$ cat config.mk
export PLATFORM = sky130hd
export DESIGN_NAME = p6502_busctl_flat
export DESIGN_NICKNAME = d
export VERILOG_FILES = /design/src/rtl/p6502_busctl_if.sv /design/src/rtl/p6502_busctl.sv /design/src/flat_wrapper.sv
export SDC_FILE = /design/constraint.sdc
export NUM_CORES = 1
export LEC_CHECK = 0
export CORE_ASPECT_RATIO = 1.4
export CORE_MARGIN = 5
export CORE_UTILIZATION = 30
export CTS_CLUSTER_SIZE = 10
export DETAILED_ROUTE_END_ITERATION = 16
export PLACE_DENSITY = 0.83
export SYNTH_ARGS = -nofsm -noshare
export SYNTH_HDL_FRONTEND = slang
export SYNTH_SLANG_ARGS = --single-unit
$ cat constraint.sdc
create_clock -name clk -period 2 [get_ports clk]
set_input_delay 0.6 -clock clk [delete_from_list [all_inputs] [get_ports clk]]
set_output_delay 0.6 -clock clk [all_outputs]
set_load 0.1 [all_outputs]
$ cat src/rtl/p6502_busctl_if.sv
// p6502_busctl_if: CPU-side bus, derived clocks and trace read port of p6502_busctl.
interface p6502_busctl_if #(parameter int TRACE_DEPTH = 16);
    logic [15:0] cpu_a;
    logic cpu_rw_n, cpu_sync, ext_rdy, trace_rd;
    logic phi0, phi2, cpu_rdy, cyc_strobe, trace_ovf;
    logic [15:0] trace_data;
    logic [$clog2(TRACE_DEPTH):0] trace_count;
    logic [31:0] pc_count;
    modport master (
        output cpu_a, cpu_rw_n, cpu_sync, ext_rdy, trace_rd,
        input phi0, phi2, cpu_rdy, cyc_strobe, trace_data, trace_count, trace_ovf, pc_count
    );
    modport slave (
        input cpu_a, cpu_rw_n, cpu_sync, ext_rdy, trace_rd,
        output phi0, phi2, cpu_rdy, cyc_strobe, trace_data, trace_count, trace_ovf, pc_count
    );
endinterface

$ cat src/rtl/p6502_busctl.sv
// p6502_busctl: phi0/phi2 divider, slow-region RDY wait states and opcode-fetch trace ring.
// Define P6502_TRACE_EN to build the trace buffer and pc_count; otherwise they read 0.
module p6502_busctl #(
    parameter int DIV = 4,
    parameter logic [15:0] SLOW_BASE = 16'h2000,
    parameter logic [15:0] SLOW_MASK = 16'hF000,
    parameter int SLOW_WAIT = 2,
    parameter int TRACE_DEPTH = 16
) (
    input logic clk,
    input logic reset_n,
    p6502_busctl_if.slave bus
);
    localparam int DW = $clog2(DIV);
    localparam logic [0:0] S_IDLE = 1'b0;
    localparam logic [0:0] S_WAIT = 1'b1;
    logic [DW-1:0] r_div_cnt, w_div_nxt;
    logic [0:0] r_state;
    logic [3:0] r_wait_cnt;
    logic r_phi0, r_armed, w_strobe, w_trig, w_rdy;
    assign w_strobe = r_div_cnt == DW'(DIV - 1);
    assign w_div_nxt = w_strobe ? '0 : r_div_cnt + 1'b1;
    assign w_rdy = bus.ext_rdy && r_state == S_IDLE;
    assign w_trig = bus.cpu_rw_n && (bus.cpu_a & SLOW_MASK) == SLOW_BASE && SLOW_WAIT != 0 && r_armed;
    assign bus.phi0 = r_phi0;
    assign bus.phi2 = ~r_phi0;
    assign bus.cyc_strobe = w_strobe;
    assign bus.cpu_rdy = w_rdy;
    // phi0 is registered from the next count so it is aligned with div_cnt and glitch-free
    always_ff @(posedge clk or negedge reset_n) begin
        if (!reset_n) begin
            r_div_cnt <= '0;
            r_phi0 <= 1'b0;
        end else begin
            r_div_cnt <= w_div_nxt;
            r_phi0 <= w_div_nxt >= DW'(DIV / 2);
        end
    end
    always_ff @(posedge clk or negedge reset_n) begin
        if (!reset_n) begin
            r_state <= S_IDLE;
            r_armed <= 1'b1;
            r_wait_cnt <= '0;
        end else if (w_strobe) begin
            if (r_state == S_WAIT) begin
                r_state <= r_wait_cnt == '0 ? S_IDLE : S_WAIT;
                r_wait_cnt <= r_wait_cnt == '0 ? '0 : r_wait_cnt - 1'b1;
            end else if (w_trig) begin
                r_state <= S_WAIT;
                r_wait_cnt <= 4'(SLOW_WAIT - 1);
                r_armed <= 1'b0;
            end else if (w_rdy) begin
                r_armed <= 1'b1;
            end
        end
    end
`ifdef P6502_TRACE_EN
    localparam int AW = $clog2(TRACE_DEPTH);
    logic [15:0] r_mem [TRACE_DEPTH];
    logic [AW-1:0] r_wp, r_rp;
    logic [AW:0] r_cnt;
    logic [31:0] r_pc;
    logic r_ovf, w_cap, w_pop, w_full;
    assign w_cap = w_strobe && bus.cpu_sync && w_rdy;
    assign w_pop = bus.trace_rd && r_cnt != '0;
    assign w_full = r_cnt == (AW + 1)'(TRACE_DEPTH);
    assign bus.trace_data = r_cnt == '0 ? 16'h0000 : r_mem[r_rp];
    assign bus.trace_count = r_cnt;
    assign bus.trace_ovf = r_ovf;
    assign bus.pc_count = r_pc;
    always_ff @(posedge clk) begin
        if (w_cap) r_mem[r_wp] <= bus.cpu_a;
    end
    // a capture into a full buffer without a pop drops the oldest entry
    always_ff @(posedge clk or negedge reset_n) begin
        if (!reset_n) begin
            r_wp <= '0;
            r_rp <= '0;
            r_cnt <= '0;
            r_pc <= '0;
            r_ovf <= 1'b0;
        end else begin
            if (w_cap) r_wp <= r_wp + 1'b1;
            if (w_cap) r_pc <= r_pc + 1'b1;
            if (w_pop || (w_cap && w_full)) r_rp <= r_rp + 1'b1;
            if (w_cap && !w_pop && w_full) r_ovf <= 1'b1;
            r_cnt <= (w_cap && !w_pop && !w_full) ? r_cnt + 1'b1 : (w_pop && !w_cap) ? r_cnt - 1'b1 : r_cnt;
        end
    end
`else
    assign bus.trace_data = '0;
    assign bus.trace_count = '0;
    assign bus.trace_ovf = 1'b0;
    assign bus.pc_count = '0;
`endif
endmodule

$ cat src/flat_wrapper.sv
// flat-port wrapper written by rule: the top's interface ports become plain ports
module p6502_busctl_flat 
#(
    parameter int DIV = 4,
    parameter logic [15:0] SLOW_BASE = 16'h2000,
    parameter logic [15:0] SLOW_MASK = 16'hF000,
    parameter int SLOW_WAIT = 2,
    parameter int TRACE_DEPTH = 16
)
  (clk, reset_n, bus_cpu_a, bus_cpu_rw_n, bus_cpu_sync, bus_ext_rdy, bus_trace_rd, bus_phi0, bus_phi2, bus_cpu_rdy, bus_cyc_strobe, bus_trace_data, bus_trace_count, bus_trace_ovf, bus_pc_count);
  p6502_busctl_if #(.TRACE_DEPTH(TRACE_DEPTH)) bus_i ();
  input logic clk;
  input logic reset_n;
  input wire logic [$bits(bus_i.cpu_a)-1:0] bus_cpu_a;
  input wire logic [$bits(bus_i.cpu_rw_n)-1:0] bus_cpu_rw_n;
  input wire logic [$bits(bus_i.cpu_sync)-1:0] bus_cpu_sync;
  input wire logic [$bits(bus_i.ext_rdy)-1:0] bus_ext_rdy;
  input wire logic [$bits(bus_i.trace_rd)-1:0] bus_trace_rd;
  output wire logic [$bits(bus_i.phi0)-1:0] bus_phi0;
  output wire logic [$bits(bus_i.phi2)-1:0] bus_phi2;
  output wire logic [$bits(bus_i.cpu_rdy)-1:0] bus_cpu_rdy;
  output wire logic [$bits(bus_i.cyc_strobe)-1:0] bus_cyc_strobe;
  output wire logic [$bits(bus_i.trace_data)-1:0] bus_trace_data;
  output wire logic [$bits(bus_i.trace_count)-1:0] bus_trace_count;
  output wire logic [$bits(bus_i.trace_ovf)-1:0] bus_trace_ovf;
  output wire logic [$bits(bus_i.pc_count)-1:0] bus_pc_count;
  assign bus_i.cpu_a = bus_cpu_a;
  assign bus_i.cpu_rw_n = bus_cpu_rw_n;
  assign bus_i.cpu_sync = bus_cpu_sync;
  assign bus_i.ext_rdy = bus_ext_rdy;
  assign bus_i.trace_rd = bus_trace_rd;
  assign bus_phi0 = bus_i.phi0;
  assign bus_phi2 = bus_i.phi2;
  assign bus_cpu_rdy = bus_i.cpu_rdy;
  assign bus_cyc_strobe = bus_i.cyc_strobe;
  assign bus_trace_data = bus_i.trace_data;
  assign bus_trace_count = bus_i.trace_count;
  assign bus_trace_ovf = bus_i.trace_ovf;
  assign bus_pc_count = bus_i.pc_count;
  p6502_busctl #(.DIV(DIV), .SLOW_BASE(SLOW_BASE), .SLOW_MASK(SLOW_MASK), .SLOW_WAIT(SLOW_WAIT), .TRACE_DEPTH(TRACE_DEPTH)) u_core (.clk(clk), .reset_n(reset_n), .bus(bus_i));
endmodule
Word level (Yosys, flattened, before mapping)
Cells that the tools add are included.
- register bits: 9
- input bits: 22
- output and inout bits: 58
- add/subtract/negate cells: 2
- magnitude comparators: 1
- eq/ne operators: 2
- muxes and demuxes: 9
- bitwise logic cells: 2
- reduce and logical (&&, ||, !) cells: 8
- operators with widths (kind ; number):
    2-to-1 mux 4 bit ; 3
    2-to-1 mux 1 bit ; 5
    equality test 4 x 2 -> 1 bit, second input constant ; 1
    zero test 4 bit ; 1
    nonzero test 2 bit ; 2
    subtractor 4 x 1 -> 4 bit, second input constant ; 1
    logical AND 1 bit ; 3
    AND reduction 3 bit ; 1
    adder 2 x 1 -> 2 bit, second input constant ; 1
    equality test 2 bit, second input constant ; 1
    >= comparator 2 bit, second input constant ; 1
    2-to-1 mux 2 bit ; 1
    NOT 1 bit ; 2
    AND reduction 2 bit ; 1

Depth between registers and ports, before layout
- depth in word-level cells: 5
- gate-level depth with buffers: 5
- depth with buffers taken out: 5

Worst setup path before layout
No wires, ideal clock.
- path kind: register to register
- from: register u_core.r_div_cnt[1]
- to: register u_core.r_wait_cnt[3]
- library setup time: 0.129 ns
- arrival: 2.619 ns
- required time: 1.871 ns
- path slack: -0.749 ns
- cell stages (with the launch flop): 5
- cells stage by stage: dfrtp_1 -> ha_1 -> nand2_1 -> o41ai_1 -> o2bb2ai_1
- word-level cells in the longest chain between the ends: 2
- ends and longest elaborated chain (element ; line ; text):
    from (decl) ; p6502_busctl.sv:17 ; logic [DW-1:0] r_div_cnt, w_div_nxt;
    from (signal assigned) ; p6502_busctl.sv:35 ; r_div_cnt <= w_div_nxt;
    equality test 2 bit ; p6502_busctl.sv:21 ; assign w_strobe = r_div_cnt == DW'(DIV - 1);
    via bus_cyc_strobe ; flat_wrapper.sv:22 ; output wire logic [$bits(bus_i.cyc_strobe)-1:0] bus_cyc_strobe;
    AND reduction 2 bit (no source line) ; n/a ;
    to (signal assigned) ; p6502_busctl.sv:47 ; r_wait_cnt <= r_wait_cnt == '0 ? '0 : r_wait_cnt - 1'b1;
    to (signal assigned) ; p6502_busctl.sv:50 ; r_wait_cnt <= 4'(SLOW_WAIT - 1);
    to (decl) ; p6502_busctl.sv:19 ; logic [3:0] r_wait_cnt;
The timed path passes the listed nets, and every way through them passes these cells.
A chain may end at the register's enable or synchronous reset.

Worst setup path after layout
- from: input port bus_ext_rdy
- to: output port bus_cpu_rdy
- word-level cells in the longest chain between the ends: 1
- ends and longest elaborated chain (element ; line ; text):
    from (decl) ; flat_wrapper.sv:17 ; input wire logic [$bits(bus_i.ext_rdy)-1:0] bus_ext_rdy;
    logical AND 1 bit ; p6502_busctl.sv:23 ; assign w_rdy = bus.ext_rdy && r_state == S_IDLE;
    to (decl) ; flat_wrapper.sv:21 ; output wire logic [$bits(bus_i.cpu_rdy)-1:0] bus_cpu_rdy;
Every way passes these cells.

==> results by group <==
Floorplan
  • Die Wd: 54.78 um
  • # rows: 22
  • Vertical die dimension: 72.69 um
  • Initial core utilization: 0.3154
  • Die area: 3981 um2
  • Standard cell core area: 2670 um2
  • # IOs: 80

Logic synthesis
  • Top post-synthesis cells by area: buf_4 (48%), dfrtp_1 (21%), ha_1 (4.5%), dfstp_2 (3.1%), inv_1 (2.2%)
  • Sequential fraction of the synthesis area: 0.2392
  • Flip-flop and latch count after synthesis: 8
  • Ys Warns: 0
  • Share of Yosys cell area claimed by the top area cell type: 0.4814
  • Distinct cells, synth: 25
  • Instance count of the mapped netlist: 98
  • Cell type with the highest aggregate area in the netlist: buf_4
  • Netlist area before placement: 842.1 um2
  • Average cell area after synthesis: 8.592 um2

Drt
  • Vias/cell: 3.627
  • Routed wire length per instance: 9.100 um
  • Antenna violation net count after detailed routing: 0
  • First-pass iteration count of the detailed router: 4
  • # DRC: 0
  • Vias after detailed routing: 544
  • Routed wire length: 1365 um
  • Detailed Route Iter0 Violations: 7

Clocking
  • Clock transition at the registers of the reported paths: 0.06 ns
  • Later-pin clock latency in the skew report: 0.25 ns
  • Number of levels the H-tree was split into: 1
  • CTS tree: yes
  • Buffer cell driving the clock tree root: clkbuf_4
  • Hold buffer count at cts: 0
  • CTS Buf Count: 3
  • Total clock sinks: 8
  • Maximum clock path buffer count: 2

Place
  • # port buffers: 11
  • Global placer's final weighted congestion: 0.8032
  • Post-DP HPWL: 1189 um
  • Placed Area: 859.6 um2

Outcome
  • Status: completed

Pwr
  • Power per cell area: 1017 nW/um2
  • Peak VDD IR: 0.4957 mV
  • Total leakage power: 0.4544 nW

STA
  • Worst hold slack: 0.4847 ns
  • Shortest clock period the worst path allows after layout: 1.773 ns
  • Period Utilization, post-route: 0.8863
  • Setup violations, final: 0
  • Setup repair after global routing missed its margin: no
  • Setup tns final: 0 ns
  • Final-report hold violation count: 0
  • Highest achievable clock rate: 564.1 MHz
  • Fin. max-slew vios: 0
  • Setup skew after layout: 0.006539 ns

Critical path
  • CP Capture Type: output port
  • Data arrival time at the worst-slack endpoint: 1.17 ns
  • Worst setup SP type: input pin
  • CP Class: input pin to output port
  • Critical path required time: 1.40 ns
  • Maximum fanout encountered on the critical timing path: 2

GRT
  • First-pass GRT wire length: 2104 um
  • Overflow after GRT: 0
  • Maximum number of pins on one net before global-route repair: 9
  • Vias in the first global route: 531
  • Antenna violations before repair: 0
  • GRT Total Usage: 0.07264

Layout
  • Final core area utilization: 0.3341
  • Fin area: 892.1 um2
  • Fin nets: 140
  • Ant diodes: 0
  • Post-synthesis to final-layout area growth: 5.944%
  • Share of final-layout standard cells stronger than drive strength 1: 0.1316

Hold path
  • Hold crit path type: flip-flop to flip-flop

Flow run
  • Number of maximum-capacitance constraint violations: 0
[metrics by stage]
step | setup slack [ns] | power, mW | std cells
2_1_floorplan | 0.1101 | 0.8044 | 151
3_3_place_gp | -0.02476 | 0.7672 | 145
3_5_place_dp | -0.04325 | 0.7738 | 145
4_1_cts | 0.2190 | 0.9113 | 150
5_1_grt | 0.1987 | 0.9450 | 150
6_report | 0.2274 | 0.9071 | 150
[layer usage]
metal / share of wire / vias up / track usage / routed length, um
met5: 0 / - / 0 / 0
met4: 0.025 / 0 / 0.05263 / 34
met3: 0.18 / 6 / 0.03681 / 245
met2: 0.48 / 55 / 0.1105 / 651
met1: 0.32 / 240 / 0.07357 / 433
li1: - / 243 / - / -
[synth_stat cells]
master     instances
nor3b_1            1
a21o_1             1
buf_4             54
o22ai_1            1
o21ai_1            1
inv_1              5
o32ai_1            1
nor2b_1            2
nor3_1             1
nor4_1             1
a221o_1            1
o31a_1             1
dfrtp_1            7
ha_1               3
conb_1             1
nand2b_1           1
or4b_4             1
a21oi_1            1
nand2_1            5
nor3_4             1
nand3_1            1
nor2_1             4
dfstp_2            1
o41ai_1            1
o2bb2ai_1          1
[power by group]
| part | leakage (nW) | internal, mW | switching, mW |
|---|---|---|---|
| Clock | 0.0150 | 0.0762 | 0.0541 |
| Combinational | 0.352 | 0.0566 | 0.498 |
| Sequential | 0.0877 | 0.186 | 0.0360 |
[logic make-up (layout without fill, tap and decap cells)]
| family | after synthesis | count (layout) | share of synthesized area |
|---|---|---|---|
| adders and majority gates | 3 | 3 | 0.04458 |
| buffers and inverters | 59 | 22 | 0.5037 |
| other | 1 | 54 | 0.004453 |
| AOI/OAI and AO/OA | 9 | 9 | 0.08173 |
| and+or+nand+nor | 18 | 18 | 0.1263 |
| DFF | 8 | 8 | 0.2392 |
[worst max-delay path, stage by stage]
cell and delay [ns]:
dlygate4sd2_1 0.21, nor2b_4 0.17, buf_12 0.18
[flip-flops by register name, indices dropped and copies added, names as in the netlist]
register,flops
u_core.r_armed,1
u_core.r_div_cnt,2
u_core.r_state,1
u_core.r_wait_cnt,4
[cell usage in the layout (no fill, tap or decap), types with 2 or more instances in the layout]
cell              n
clkdlybuf4s50_1   6
dfrtp_1           6
ha_1              2
nand2_1           5
nor2_1            4
conb_1           54
inv_1             5
buf_4             2
buf_12            4
clkbuf_4          3
[repair_timing]
| action | in CTS | in global routing |
|---|---|---|
| gates resized for setup | 1 | 0 |
| endpoints found under the setup margin | 1 | 0 |
| setup buffers | 1 | 0 |
[path summary, 6_finish.rpt]
| path | startpoint | to | slack (ns) | cells after the start |
|---|---|---|---|---|
| max | bus_ext_rdy | bus_cpu_rdy | 0.23 | 3 |
| min | u_core.r_div_cnt[0] | u_core.r_div_cnt[0] | 0.48 | 1 |
| max reg2reg | u_core.r_wait_cnt[0] | u_core.r_wait_cnt[0] | 0.39 | 5 |
| min reg2reg | u_core.r_div_cnt[0] | u_core.r_div_cnt[0] | 0.48 | 1 |
| max in group asynchronous | reset_n | u_core.r_armed | 1.09 | 1 |
| min in group asynchronous | reset_n | u_core.r_wait_cnt[1] | 0.61 | 1 |
[cell type report]
type                       instances  area, um2
fill                             291       1778
inverter                           5      18.77
timing repair buffer              13      163.9
clock buffer                       4      26.28
sequential                         8      202.7
multi-input combinational         84      435.4
tap                               36      45.04
Note: power is estimated with default switching activity, not from simulation.
